`src/rtl/router_pkg.sv`:
```
// Shared defaults and width helper for the sync-router block and its per-channel timers.
package router_pkg;

  localparam int unsigned NUM_CH_DEF  = 3;
  localparam int unsigned TIMEOUT_DEF = 30;

  // Bits needed to index n items, never less than one.
  function automatic int unsigned width_of(input int unsigned n);
    return (n <= 2) ? 1 : $clog2(n);
  endfunction

endpackage

```
`src/rtl/router_sync_timer.sv`:
```
// One channel's stall watchdog: counts consecutive stall cycles, pulses soft reset
// when the limit is hit and records the event in a sticky flag.
module router_sync_timer
  import router_pkg::*;
#(
  parameter  int unsigned TIMEOUT = TIMEOUT_DEF,
  localparam int unsigned CNT_W   = width_of(TIMEOUT)
) (
  input  logic clk,
  input  logic reset,
  input  logic i_stall,
  input  logic i_flag_clr,
  output logic o_soft_reset,
  output logic o_timeout_flag
);

  localparam logic [CNT_W-1:0] LAST = CNT_W'(TIMEOUT - 1);

  logic [CNT_W-1:0] r_cnt;
  logic             r_pulse;
  logic             r_flag;
  logic             w_fire;

  assign w_fire = i_stall && (r_cnt == LAST);

  always_ff @(posedge clk) begin
    if (reset) begin
      r_cnt   <= '0;
      r_pulse <= 1'b0;
      r_flag  <= 1'b0;
    end else begin
      r_pulse <= w_fire;
      if (!i_stall || w_fire) r_cnt <= '0;
      else                    r_cnt <= r_cnt + 1'b1;
      // A new timeout beats a clear arriving on the same edge.
      if (w_fire)          r_flag <= 1'b1;
      else if (i_flag_clr) r_flag <= 1'b0;
    end
  end

  assign o_soft_reset   = r_pulse;
  assign o_timeout_flag = r_flag;

endmodule

```
`src/rtl/router_sync_param.sv`:
```
// Router synchroniser: latches the packet destination, steers FIFO write enables and
// full status to it, and runs an independent stall watchdog per output channel.
module router_sync_param
  import router_pkg::*;
#(
  parameter  int unsigned NUM_CH  = NUM_CH_DEF,
  parameter  int unsigned TIMEOUT = TIMEOUT_DEF,
  localparam int unsigned ADDR_W  = width_of(NUM_CH)
) (
  input  logic              clk,
  input  logic              reset,
  input  logic              detect_add,
  input  logic [ADDR_W-1:0] datain,
  input  logic              write_enb_reg,
  input  logic [NUM_CH-1:0] read_enb,
  input  logic [NUM_CH-1:0] empty,
  input  logic [NUM_CH-1:0] full,
  input  logic              flag_clr,
  output logic [NUM_CH-1:0] write_enb,
  output logic              fifo_full,
  output logic [NUM_CH-1:0] vld_out,
  output logic [NUM_CH-1:0] soft_reset,
  output logic              addr_err,
  output logic [NUM_CH-1:0] timeout_flag
);

  localparam logic [ADDR_W:0] LIMIT = (ADDR_W + 1)'(NUM_CH);

  logic [ADDR_W-1:0] r_dest;
  logic              r_dest_vld;
  logic              r_addr_err;
  logic              w_addr_ok;
  logic [NUM_CH-1:0] w_stall;

  assign w_addr_ok = ({1'b0, datain} < LIMIT);

  always_ff @(posedge clk) begin
    if (reset) begin
      r_dest     <= '0;
      r_dest_vld <= 1'b0;
      r_addr_err <= 1'b0;
    end else if (detect_add) begin
      if (w_addr_ok) begin
        r_dest     <= datain;
        r_dest_vld <= 1'b1;
        r_addr_err <= 1'b0;
      end else begin
        r_dest_vld <= 1'b0;
        r_addr_err <= 1'b1;
      end
    end
  end

  always_comb begin
    write_enb = '0;
    fifo_full = 1'b0;
    for (int unsigned i = 0; i < NUM_CH; i++) begin
      if (r_dest_vld && (r_dest == ADDR_W'(i))) begin
        write_enb[i] = write_enb_reg;
        fifo_full    = full[i];
      end
    end
  end

  assign addr_err = r_addr_err;
  assign vld_out  = ~empty;
  assign w_stall  = vld_out & ~read_enb;

  for (genvar g = 0; g < NUM_CH; g++) begin : g_ch
    router_sync_timer #(
      .TIMEOUT(TIMEOUT)
    ) u_timer (
      .clk            (clk),
      .reset          (reset),
      .i_stall        (w_stall[g]),
      .i_flag_clr     (flag_clr),
      .o_soft_reset   (soft_reset[g]),
      .o_timeout_flag (timeout_flag[g])
    );
  end

endmodule

```
`config.mk`:
```
export PLATFORM = sky130hd
export DESIGN_NAME = router_sync_param
export DESIGN_NICKNAME = d
export VERILOG_FILES = /design/src/rtl/router_pkg.sv /design/src/rtl/router_sync_timer.sv /design/src/rtl/router_sync_param.sv
export SDC_FILE = /design/constraint.sdc
export NUM_CORES = 1
export LEC_CHECK = 0
export ABC_AREA = 1
export CAP_MARGIN = 5
export CORE_ASPECT_RATIO = 0.6
export CORE_MARGIN = 4
export CORE_UTILIZATION = 49
export CTS_BUF_LIST = sky130_fd_sc_hd__clkbuf_4
export CTS_CLUSTER_SIZE = 25
export DETAILED_ROUTE_END_ITERATION = 8
export HOLD_SLACK_MARGIN = 0.06
export PLACE_DENSITY_LB_ADDON = 0.08
export SLEW_MARGIN = 25
export SYNTH_ARGS = -nofsm -noshare
export SYNTH_HDL_FRONTEND = slang
export SYNTH_HIERARCHICAL = 1
export SYNTH_SLANG_ARGS = --single-unit
```
`constraint.sdc`:
```
create_clock -name clk -period 1.3 [get_ports clk]
set_input_delay 0.26 -clock clk [delete_from_list [all_inputs] [get_ports clk]]
set_output_delay 0.26 -clock clk [all_outputs]
set_load 0.02 [all_outputs]
```
==> flow_summary_export.csv <==
group,metric,value,unit
critical_path,critical_path_class,"flop to output pin",
floorplan,dieArea,3120,um2
route,drt-total-wl,2550,um
clock_tree,clk_path_buf_depth,2,
cells_and_area,fill_cells,188,
sta,grt_setup_unrepaired,"true",
synth,yosysTopAreaCellShare,45.0,%
synth,synth_nets,172,
clock_tree,cts_max_level,1,
grt,antenna_found_initial,0,
cells_and_area,final_cell_mix,"nand2_1, nor2_1, inv_1",
pwr,fin_total_pwr,1.31,mW
clock_tree,cts_made_buffers,3,
clock_tree,path_clk_slew,140,ps
grt,grt_pass1_vias,1005,
placed_design,post-place-ws,-521,ps
cells_and_area,syn_to_final_growth,37.1,%
clock_tree,cts_root_buf,"clkbuf_4",
cells_and_area,final_util,70.5,%
synth,async_reset_ff_share,0,%
sta,fin_skew,1.62,ps
route,via_per_inst,4.88,
synth,postSynthCellCount,150,
cells_and_area,regArea,512,um2
pwr,powerDensity,862,nW/um2
clock_tree,clock-sinks,25,
route,wl_per_cell,11.7,um
grt,track_usage,16.9,%
floorplan,start_util,51.4,%
grt,grt_overflow_total,0,
synth,yosysSeqAreaShare,45.0,%
worst_hold_path,hold_path.class,"flop to flop",
floorplan,die-width,69.5,um
floorplan,core.rowCount,13,
critical_path,start_kind,"flop",
critical_path,cp-end-kind,"output pin",
sta,min_period_over_period,109,%
critical_path,required,1040,ps
pwr,p_leak,0.689,nW
synth,yosysTopAreaCell,"dfxtp_1",
synth,avgSynthCellArea,7.42,um2
synth,ys_warn_count,6,
sta,drv_slew,0,
synth,synth_area,1110,um2
cells_and_area,layout_commonest_cell,"nand2_1",
sta,worst_slew_pin_slew,259,ps
placed_design,dp_hpwl,1920,um
status,violations,"setup timing",
floorplan,core_area,2160,um2
sta,finalSetupViolations,4,
route,drt_iter0_drc,56,
sta,fmax,705,MHz
cells_and_area,diodes,0,
grt,grt_start_max_net_pins,15,
status,status,"finished with violations",
route,vias,1068,
critical_path,cp_max_fo,4,
clock_tree,clk_latency,320,ps
clock_tree,cts_tree,"built",
route,post-route-drc-count,0,
sta,finalHoldViolCount,0,
floorplan,die_h,44.9,um
route,antenna_left,0,
sta,relSlewSlack,82.7,%
grt,grt_pass1_wl,4080,um
flow_run,drv_cap,0,
placed_design,dpl-instance-area,1470,um2
synth,synth-edff-count,0,
sta,worst_slack,-118,ps
synth,synth_cell_types,14,
synth,synth_area_leaders,"dfxtp_1, nand2_1, inv_1, nor2_1, ha_1",
synth,ys_ff_latch,25,
cells_and_area,final_layout_size_suffix_gt1_share,20.1,%
critical_path,arrival,1160,ps
sta,finalCriticalPeriod,1420,ps
placed_design,io_buffers,29,
cells_and_area,multi_input_area,537,um2
cells_and_area,num-nets-final,212,
floorplan,ioPinCount,30,
cells_and_area,design_area,1530,um2
clock_tree,postCtsHoldBufs,0,
placed_design,gp_congestion,0.775,
pwr,ir_drop,595,uV
route,drtPass1Iterations,4,
synth,ys.flop_type,"dfxtp_1",
-- final timing paths --
check	from	endpoint	cells past startpoint	slack, ps
max	r_dest[0]	write_enb[0]	4	-120
min	g_ch[2].u_timer/o_timeout_flag	g_ch[2].u_timer/o_timeout_flag	2	480
max reg2reg	g_ch[2].u_timer/r_cnt[0]	g_ch[2].u_timer/r_cnt[4]	4	220
min reg2reg	g_ch[2].u_timer/o_timeout_flag	g_ch[2].u_timer/o_timeout_flag	2	480
-- state kept, by name, summed over array words and instances, names as in the netlist --
| register | count |
|---|---|
| g_ch.u_timer/o_soft_reset | 3 |
| addr_err | 1 |
| g_ch.u_timer/o_timeout_flag | 3 |
| r_dest_vld | 1 |
| r_dest | 2 |
| g_ch.u_timer/r_cnt | 15 |
-- synth_stat cells, types with 3 or more instances --
| master | count |
|---|---|
| ha_1 | 6 |
| nor2_1 | 27 |
| o21ai_2 | 3 |
| xnor2_1 | 3 |
| nand2_2 | 3 |
| a21oi_1 | 3 |
| dfxtp_1 | 25 |
| inv_1 | 27 |
| nand3_1 | 9 |
| o21ai_0 | 4 |
| nand4_1 | 8 |
| nand2_1 | 29 |
-- per-stage QoR --
step	instances	setup TNS, ps	hold WS (ps)
2_1_floorplan	150	0	329
3_3_place_gp	213	-3030	454
3_5_place_dp	213	-3330	465
4_1_cts	218	-258	482
5_1_grt	219	-548	510
6_report	219	-330	479
-- critical path: stages (launching register included) --
cell and delay (ps):
dfxtp_4 400, inv_4 80, nand2_4 50, nor3_2 130
buf_4 180
-- timing repair --
| action | 4_1_cts | 5_1_grt |
|---|---|---|
| pin swaps | 2 | 3 |
| buffers inserted | 1 | 1 |
| endpoints found under the setup margin | 14 | 11 |
| gates resized for setup | 52 | 12 |
-- cell families (layout without fill, tap and decap cells) --
logic type / count (synthesis) / count (layout) / synth area share (%)
AND/OR/NAND/NOR: 78 / 78 / 30.9
buffers and inverters: 28 / 67 / 9.45
flip-flops: 25 / 25 / 45.0
AO/OA/AOI/OAI: 10 / 10 / 5.51
adder cells (fa/ha/maj): 6 / 6 / 6.75
XOR/XNOR: 3 / 3 / 2.36
-- area by class of cell --
class	count	share of cell area [%]
clock inverters	1	0.328
clock buffers	3	1.48
inverters	28	7.22
flip-flops and latches	25	33.6
well taps	30	2.46
multi-input cells	97	35.2
repair buffers	35	19.8
-- metal layers --
| layer | global-route usage [%] | wire [um] |
|---|---|---|
| met3 | 5.78 | 134 |
| met2 | 31.1 | 1220 |
| met1 | 18.2 | 1150 |
| met5 | 0 | 0 |
| met4 | 7.39 | 41 |
-- power breakdown --
group          total, mW  internal (mW)  switching (mW)
combinational      0.162         0.0871          0.0744
clock              0.355          0.115           0.240
sequential         0.797          0.777          0.0205
total               1.31          0.979           0.335
Power figures use the tool's default switching activity.
